File: config.mk
export PLATFORM = sky130hd
export DESIGN_NAME = lwsw_symbol_encoder
export DESIGN_NICKNAME = d
export VERILOG_FILES = /design/src/rtl/lwsw_mon_pkg.sv /design/src/rtl/lwsw_sym_fifo.sv /design/src/rtl/lwsw_symbol_encoder.sv
export SDC_FILE = /design/constraint.sdc
export NUM_CORES = 1
export LEC_CHECK = 0
export BUFFER_PORTS_ARGS = -buffer_cell sky130_fd_sc_hd__buf_2
export CORE_MARGIN = 2
export CORE_UTILIZATION = 48
export CTS_CLUSTER_DIAMETER = 100
export DETAILED_ROUTE_END_ITERATION = 10
export PLACE_DENSITY = 0.75
export SLEW_MARGIN = 20
export SYNTH_ARGS = -nofsm -noshare
export SYNTH_HDL_FRONTEND = slang
export SYNTH_SLANG_ARGS = --single-unit
File: constraint.sdc
create_clock -name clk -period 4.76 [get_ports clk]
set_clock_uncertainty 0.2 [all_clocks]
set_input_delay 0.238 -clock clk [delete_from_list [all_inputs] [get_ports clk]]
set_output_delay 0.238 -clock clk [all_outputs]
set_load 0.005 [all_outputs]
File: src/rtl/lwsw_mon_pkg.sv
// Shared types and constants for the load/store runtime-monitor symbol path.
package lwsw_mon_pkg;

  localparam logic [1:0] CLS_LW    = 2'b00;
  localparam logic [1:0] CLS_SW    = 2'b01;
  localparam logic [1:0] CLS_MEM   = 2'b10;
  localparam logic [1:0] CLS_OTHER = 2'b11;

  typedef struct packed {
    logic [1:0] cls;
    logic [5:0] payload;
  } sym_t;

  typedef enum logic [1:0] {IDLE, ARM, STREAM} state_e;

  // Priority lw > sw > mem; anything else is a non-memory instruction.
  function automatic logic [1:0] classify(input logic is_lw, input logic is_sw,
                                          input logic is_mem);
    if (is_lw)       return CLS_LW;
    else if (is_sw)  return CLS_SW;
    else if (is_mem) return CLS_MEM;
    else             return CLS_OTHER;
  endfunction

endpackage

File: src/rtl/lwsw_sym_fifo.sv
// Multi-write, single-read symbol FIFO; lanes are packed into consecutive slots in lane order.
module lwsw_sym_fifo #(
  parameter int unsigned DEPTH = 8,
  parameter int unsigned NR_WR = 2,
  parameter int unsigned WIDTH = 8,
  localparam int unsigned AW   = $clog2(DEPTH),
  localparam int unsigned CW   = AW + 1
) (
  input  logic                   clk,
  input  logic                   reset,
  input  logic                   flush_i,
  input  logic [NR_WR-1:0]       wr_en_i,
  input  logic [NR_WR*WIDTH-1:0] wr_data_i,
  input  logic                   rd_en_i,
  output logic [WIDTH-1:0]       rd_data_o,
  output logic                   empty_o,
  output logic [CW-1:0]          free_o
);

  logic [WIDTH-1:0] mem_q [DEPTH];
  logic [AW-1:0]    wptr_q, rptr_q;
  logic [CW-1:0]    count_q;
  logic [AW-1:0]    off [NR_WR];
  logic [CW-1:0]    n_wr;

  always_comb begin
    n_wr = '0;
    for (int i = 0; i < NR_WR; i++) begin
      off[i] = n_wr[AW-1:0];
      if (wr_en_i[i]) n_wr = n_wr + CW'(1);
    end
  end

  always_ff @(posedge clk) begin
    for (int i = 0; i < NR_WR; i++) begin
      if (wr_en_i[i] && !flush_i) mem_q[wptr_q + off[i]] <= wr_data_i[i*WIDTH +: WIDTH];
    end
  end

  always_ff @(posedge clk) begin
    if (reset || flush_i) begin
      wptr_q  <= '0;
      rptr_q  <= '0;
      count_q <= '0;
    end else begin
      wptr_q  <= wptr_q + n_wr[AW-1:0];
      rptr_q  <= rptr_q + AW'(rd_en_i);
      count_q <= count_q + n_wr - CW'(rd_en_i);
    end
  end

  assign rd_data_o = mem_q[rptr_q];
  assign empty_o   = (count_q == '0);
  assign free_o    = CW'(DEPTH) - count_q;

endmodule

File: src/rtl/lwsw_symbol_encoder.sv
// Classifies committed instructions into automaton symbols, buffers them and streams them
// to the lwsw monitor with its run strobe and reset sequenced around the first symbol.
module lwsw_symbol_encoder
  import lwsw_mon_pkg::*;
#(
  parameter int unsigned NR_COMMIT = 2,
  parameter int unsigned DEPTH     = 8,
  parameter int unsigned DROP_W    = 8
) (
  input  logic                   clk,
  input  logic                   reset,
  input  logic                   enable_i,
  input  logic [NR_COMMIT-1:0]   commit_valid_i,
  input  logic [NR_COMMIT-1:0]   commit_is_lw_i,
  input  logic [NR_COMMIT-1:0]   commit_is_sw_i,
  input  logic [NR_COMMIT-1:0]   commit_is_mem_i,
  input  logic [6*NR_COMMIT-1:0] commit_payload_i,
  output logic [7:0]             symbol_o,
  output logic                   run_o,
  output logic                   mon_reset_o,
  output logic                   overflow_o,
  output logic [DROP_W-1:0]      drop_cnt_o
);

  localparam int unsigned CW = $clog2(DEPTH) + 1;
  localparam int unsigned NW = $clog2(NR_COMMIT + 1);
  localparam int unsigned SW = DROP_W + 1;

  state_e              state_q, state_d;
  logic [7:0]          symbol_q, symbol_d;
  logic                run_q, run_d;
  logic                mon_reset_q, mon_reset_d;
  logic                overflow_q, overflow_d;
  logic [DROP_W-1:0]   drop_cnt_q, drop_cnt_d;

  logic                pop;
  logic [7:0]          head;
  logic                empty;
  logic [CW-1:0]       free, avail, used;
  logic [NR_COMMIT-1:0] wr_en;
  logic [NR_COMMIT*8-1:0] wr_data;
  logic [NW-1:0]       n_drop;
  logic [SW-1:0]       drop_sum;
  sym_t                sym;

  lwsw_sym_fifo #(
    .DEPTH (DEPTH),
    .NR_WR (NR_COMMIT),
    .WIDTH (8)
  ) u_fifo (
    .clk       (clk),
    .reset     (reset),
    .flush_i   (!enable_i),
    .wr_en_i   (wr_en),
    .wr_data_i (wr_data),
    .rd_en_i   (pop),
    .rd_data_o (head),
    .empty_o   (empty),
    .free_o    (free)
  );

  always_comb begin
    state_d     = state_q;
    symbol_d    = symbol_q;
    run_d       = 1'b0;
    mon_reset_d = mon_reset_q;
    pop         = 1'b0;
    unique case (state_q)
      IDLE: begin
        mon_reset_d = 1'b1;
        state_d     = ARM;
      end
      ARM: begin
        mon_reset_d = 1'b1;
        if (!empty) begin
          pop         = 1'b1;
          run_d       = 1'b1;
          symbol_d    = head;
          mon_reset_d = 1'b0;
          state_d     = STREAM;
        end
      end
      STREAM: begin
        mon_reset_d = 1'b0;
        if (!empty) begin
          pop      = 1'b1;
          run_d    = 1'b1;
          symbol_d = head;
        end
      end
      default: state_d = IDLE;
    endcase
    if (!enable_i) begin
      state_d     = IDLE;
      pop         = 1'b0;
      run_d       = 1'b0;
      mon_reset_d = 1'b1;
    end
  end

  // A same-cycle pop frees a slot for this cycle's writes.
  always_comb begin
    avail   = free + CW'(pop);
    used    = '0;
    n_drop  = '0;
    wr_en   = '0;
    wr_data = '0;
    sym     = '0;
    for (int i = 0; i < NR_COMMIT; i++) begin
      sym.cls     = classify(commit_is_lw_i[i], commit_is_sw_i[i], commit_is_mem_i[i]);
      sym.payload = commit_payload_i[i*6 +: 6];
      wr_data[i*8 +: 8] = sym;
      if (enable_i && commit_valid_i[i]) begin
        if (used < avail) begin
          wr_en[i] = 1'b1;
          used     = used + CW'(1);
        end else begin
          n_drop = n_drop + NW'(1);
        end
      end
    end
    drop_sum   = {1'b0, drop_cnt_q} + SW'(n_drop);
    drop_cnt_d = drop_sum[DROP_W] ? '1 : drop_sum[DROP_W-1:0];
    overflow_d = overflow_q || (n_drop != '0);
    if (!enable_i) begin
      drop_cnt_d = '0;
      overflow_d = 1'b0;
    end
  end

  always_ff @(posedge clk) begin
    if (reset) begin
      state_q     <= IDLE;
      symbol_q    <= '0;
      run_q       <= 1'b0;
      mon_reset_q <= 1'b1;
      overflow_q  <= 1'b0;
      drop_cnt_q  <= '0;
    end else begin
      state_q     <= state_d;
      symbol_q    <= symbol_d;
      run_q       <= run_d;
      mon_reset_q <= mon_reset_d;
      overflow_q  <= overflow_d;
      drop_cnt_q  <= drop_cnt_d;
    end
  end

  assign symbol_o    = symbol_q;
  assign run_o       = run_q;
  assign mon_reset_o = mon_reset_q;
  assign overflow_o  = overflow_q;
  assign drop_cnt_o  = drop_cnt_q;

endmodule

Word-level counts from Yosys, hierarchy flattened
Memory sizes are Yosys's and may differ from the RTL's. A register that Yosys moved wholly into a read port is not among the register bits.
Index checks and enable logic that the tools add are counted.
- register bits after elaboration: 23
- bits in writable memories: 64
- input port bits: 23
- output and inout bits: 19
- logic and storage cells: 72
- memories: 1
- add/sub/neg operators: 10
- magnitude comparators: 2
- equality and inequality tests: 3
- multiplexer cells: 30
- bitwise logic cells: 3
- reductions and logical operators: 15
- memory list (name ; words ; bits a word ; read ports ; clocked after Yosys merged registers in ; write ports ; line ; text):
    u_fifo.mem_q ; 8 ; 8 ; 1 ; 1 ; 2 ; lwsw_sym_fifo.sv:20 ; logic [WIDTH-1:0] mem_q [DEPTH];
- operators with widths (operator ; number):
    $mux W1 ; 19
    $mux W2 ; 7
    $add A8 B2 Y9 ; 1
    $mux W8 ; 1
    $add A3 B1 Y3 ; 2
    $pmux W2 S3 ; 1
    $add A4 B1 Y4 ; 1
    $add A4 B4 Y4 ; 1
    $logic_and A1 B1 Y1 ; 4
    $logic_not A4 Y1 ; 1
    $lt A1 B4 Y1 const A ; 1
    $lt A4 B4 Y1 ; 1
    $mux W4 ; 1
    $reduce_and A2 Y1 ; 2
    $reduce_or A2 Y1 ; 2
    $sub A4 B1 Y4 ; 1
    $sub A4 B4 Y4 const A ; 1
    $add A3 B3 Y3 ; 1
    $not A1 Y1 ; 3
    $pmux W1 S3 ; 1
    $reduce_bool A3 Y1 ; 1
    $add A1 B1 Y2 const B ; 1
    $add A2 B1 Y2 const B ; 1
    $eq A2 B1 Y1 const B ; 1
    6 further kinds ; 7

Depth between registers and ports, before layout
- word-level depth: 14
- gate-level depth with buffers: 23
- gate-level depth less buffers: 21

Modules after synthesis
Synthesis repeated with hierarchy kept, for this count alone.
- cells, all modules: 381
- area, all modules: 5141.2 um^2
- by module, submodules not included (module ; times used ; cells an instance ; area an instance (um^2) ; sequential area each (um^2)):
    lwsw_sym_fifo ; 1 ; 247 ; 4030.1 ; 2122.0
    lwsw_symbol_encoder ; 1 ; 134 ; 1111.1 ; 420.4

Worst setup path after synthesis
OpenSTA, ideal clock, no wires.
- kind: reg2reg
- from: reg u_fifo.count_q[3]
- to: mem u_fifo.mem_q[4][0] (enable)
- setup time: 0.384 ns
- arrival: 4.021 ns
- data required time: 4.176 ns
- path slack: 0.155 ns
- cell stages (with the launch flop): 20
- period minus slack after synthesis: 4.605 ns
- path through: dfxtp_1 inv_1 ha_1 nor3b_1 nor2b_1 clkbuf_1 clkbuf_1 nand2_1 ha_1 inv_1 ha_1 nor4b_4 nand2_1 nand3_1 inv_1 ha_1 ha_1 a21oi_2 nand3_2 o21ai_0
- RTL lines (item ; line ; text):
    start, declared ; lwsw_sym_fifo.sv:22 ; logic [CW-1:0] count_q;
    start signal, assigned ; lwsw_sym_fifo.sv:48 ; count_q <= count_q + n_wr - CW'(rd_en_i);
    end, declared ; lwsw_sym_fifo.sv:20 ;

==> summary.md <==
| Metric | Value |
|---|---|
| RSZ-0062 raised after global routing | `true` |
| CTS sink count | `95` |
| CTS tree | `yes` |
| Achievable Freq | `around 220 MHz` |
| DRT iter0 DRCs | `around 160` |
| Avg Cell Area, Syn | `around 14 um2` |
| Area grow syn2layout | `12.8%` |
| Tcrit/Tclk final | `0.946` |
| Synth unique cells | `50` |
| PD cells | `roughly 330 nW/um2` |
| Clk buf depth | `2` |
| Worst VDD drop | `roughly 130 uV` |
| Switching Share | `0.254` |
| Hold Path Depth | `3` |
| Vias | `around 3,200` |
| Crit start category | `flop` |
| Synth Flop Type | `edfxtp_1` |
| Final net count | `roughly 470` |
| Max stage delay on crit path | `about 0.43 ns` |
| Worst EP arrival | `about 4.4 ns` |
| Initial Utilization | `0.497` |
| Post-layout min period | `4.50 ns` |
| DRC viols | `0` |
| Syn Inst Count | `between 300 and 400` |
| Multi-input logic area | `2440 um2` |
| Vias per inst | `5.66` |
| Sequential cell area | `about 2500 um2` |
| Layout Utilization | `0.560` |
| Drt total wl | `between 10,000 and 15,000 um` |
| Worst min path class | `in -> reg` |
| Placed insts | `~550` |
| Clock Power Share | `0.348` |
| Synth Register Bits | `95` |
| Asr flop ratio synth | `0` |
| Final hold vios | `0` |
| Reg-to-reg endpoint | `u_fifo.mem_q[4][5]` |
| WP data required | `4.64 ns` |
| Global Route Usage Sum | `0.199` |
| Comb pwr share | `0.156` |
| Worst setup EP type | `flop` |
| Max H-tree Level | `3` |
| Finished Layout Cells | `around 570` |
| Sequential area share after synthesis | `0.494` |
| DRT Pass-1 Iters | `5` |
| Root buffer cell | `clkbuf_8` |
| R2R Setup Slk | `between 0.2 and 0.3 ns` |
| WHS | `between 0.05 and 0.06 ns` |
| Crit-path cells | `inv_1, ha_1, nor3b_2, nor2b_1, nand2_1, ha_1, inv_1, ha_1, nor4b_4, nand2_1, nand3_2, inv_1, ha_1, ha_1, a21oi_2, nand3_2, o21ai_0, buf_4` |
| Diode count | `0` |
| Gp weighted congestion | `~0.8` |
| Setup violations, final | `0` |
| RR Startpoint | `u_fifo.count_q[3]` |
| Sequential Power Share | `0.496` |
| Crit path top cell by count | `ha_1` |
| Slowest-stage cell, CP | `dfxtp_1` |
| CORE AREA | `10,400 um2` |
| Die W | `around 110 um` |
| Mapped Area | `between 5000 and 6000 um2` |
| Max-slew headroom | `0.433` |
| Post-synth EDFFs | `64` |
| Vias in the first global route | `approximately 3,300` |
| PortBufs | `41` |
| Tot Pwr | `0.00190 W` |
| Worst-Margin Slew | `0.850 ns` |
| Clock transition at the registers of the reported paths | `roughly 0.09 ns` |
| Type of the worst setup path | `reg -> reg` |
| Worst R2R Path Depth | `18` |
| Pleak | `between 2 and 2.5 nW` |
| Largest net degree at the start of global routing | `18` |
| Initial antenna violation count | `0` |
| Synth Warn # | `0` |
| Routed len/inst | `approximately 19 um` |
| TritonCTS Buffers | `9` |
| First-pass GRT wire length | `between 15,000 and 20,000 um` |
| Final Slew Violations | `0` |
| I/O pin cnt | `42` |
| WHS Endpoint | `overflow_o` |
| Power Internal | `between 0.001 and 0.0015 W` |
| Hold wc startpoint | `commit_valid_i[0]` |
| Post-DRT Antenna Nets | `0` |
| Place WS | `between 0.15 and 0.2 ns` |
| Full die area | `11,600 um2` |
| Max-cap violation count | `0` |
| Filler cell count | `873` |
| Critical path peak fanout | `9` |
| Layout cells sized above 1 | `0.360` |
| HPWL after DPL | `approximately 7500 um` |
| Post-route setup slack | `between 0.2 and 0.3 ns` |
| Row Count | `37` |
| Clk Latency, worst-skew pair | `0.38 ns` |
| Sw Pwr | `a little under 0.0005 W` |
| Die span in y | `approximately 110 um` |
| Syn nets | `425` |
| Total global routing overflow | `0` |
| Status | `finished, final reports clean` |
==> synthesized netlist by cell type, types with 5 or more instances <==
| master | count | area, um2 |
|---|---|---|
| edfxtp_1 | 64 | 1920 |
| dfxtp_1 | 31 | 621 |
| nor2_1 | 25 | 93.8 |
| inv_1 | 24 | 90.1 |
| mux2_2 | 24 | 270 |
| mux2_4 | 24 | 360 |
| mux2i_1 | 24 | 240 |
| ha_1 | 21 | 263 |
| mux4_2 | 16 | 360 |
| a211oi_1 | 9 | 67.6 |
| a21oi_1 | 9 | 45.0 |
| nand2_1 | 9 | 33.8 |
| and2_1 | 7 | 43.8 |
| clkbuf_1 | 6 | 22.5 |
| xor2_1 | 6 | 52.6 |
| a21o_1 | 5 | 37.5 |
==> stage by stage <==
stage,cell area (um2),TNS (ns)
CTS,5770,0
floorplan,5150,0
global route,5810,-0.238
detailed placement,5510,0
finish,5810,0
global placement,5510,0
==> state kept, by name (all words and copies together), names as in the netlist <==
register        count
drop_cnt_o          8
mon_reset_o         1
overflow_o          1
run_o               1
state_q             2
symbol_o            8
u_fifo.count_q      4
u_fifo.mem_q       64
u_fifo.rptr_q       3
u_fifo.wptr_q       3
==> cell usage in the layout, fill, tap and decap left out, types with 2 or more instances in the layout <==
cell type and n:
a31oi_1 2, nor3_1 3, buf_2 41, o41ai_1 2, fa_1 3, a211oi_1 9, ha_1 21, nand3_2 6
o2111ai_1 2, o21ai_0 4, and3_1 4, nand3_1 2, nand2_1 9, mux2_4 24, xor2_1 6, clkbuf_8 9
a21o_1 5, inv_1 24, inv_6 2, mux4_2 16, bufinv_16 3, a21boi_0 2, nand3b_1 2, mux2_2 24
xnor2_1 4, or2_2 2, edfxtp_1 64, dfxtp_1 31, buf_4 14, and2_1 7, mux2i_1 24, nor2b_1 3
a41o_2 3, a21oi_1 9, nor2_1 24
==> per-layer routing <==
metal  global-route usage  vias to the layer above  wire [um]
li1                     -                     1508          -
met1                0.248                     1599       4470
met2                0.341                       88       5470
met3               0.0369                       14        545
met4               0.0788                        0        194
met5                    0                        -          0
==> worst max-delay path by stage <==
stage,endpoint,cells after the start,startpoint
after floorplan,u_fifo.mem_q[4][0],19,u_fifo.count_q[3]
after global placement,u_fifo.mem_q[3][1],18,u_fifo.count_q[3]
after detailed placement,u_fifo.mem_q[3][1],18,u_fifo.count_q[3]
after CTS,u_fifo.mem_q[3][5],18,u_fifo.count_q[2]
after global routing,u_fifo.mem_q[4][5],18,u_fifo.count_q[2]
final,u_fifo.mem_q[4][5],18,u_fifo.count_q[3]
==> logic make-up (layout without fill, tap and decap cells) <==
kind of cell | Yosys count | count (layout) | share of synthesized area
fa+ha+maj | 24 | 24 | 0.0627
flops | 95 | 95 | 0.494
compound gates | 46 | 46 | 0.0687
buf+inv | 43 | 96 | 0.0389
mux | 88 | 88 | 0.239
xor+xnor | 10 | 10 | 0.0170
simple gates | 72 | 72 | 0.0802
==> power by group through the flow <==
stage	Combinational (W)	Clock [W]	Sequential, W
final	0.000296	0.000662	0.000944
after global placement	0.000282	0	0.000959
after global routing	0.000331	0.000704	0.000948
after CTS	0.000295	0.000671	0.000943
after floorplan	0.000213	0	0.000955
after detailed placement	0.000292	0	0.000961
==> worst max-delay path, delay by kind of cell, from the launching register on <==
| family | cells | cell delay (ns) |
|---|---|---|
| DFF | 1 | 0.43 |
| and+or+nand+nor | 7 | 1.42 |
| AOI/OAI and AO/OA | 2 | 0.44 |
| adders and majority gates | 5 | 1.23 |
| buffers and inverters | 4 | 0.50 |
==> cell type report <==
cell class,count,share of cell area
multi-input cells,240,0.420
well taps,136,0.0293
repair buffers,56,0.0551
inverters,24,0.0155
flip-flops and latches,95,0.437
clock inverters,7,0.0217
clock buffers,9,0.0213
==> repair_timing <==
item                       4_1_cts  5_1_grt
buffers inserted                 0        2
hold endpoints to repair         8        0
hold buffers                     1        0
setup endpoints to repair        0      114
resized for setup                0        8
(Power assumes the default switching activity.)
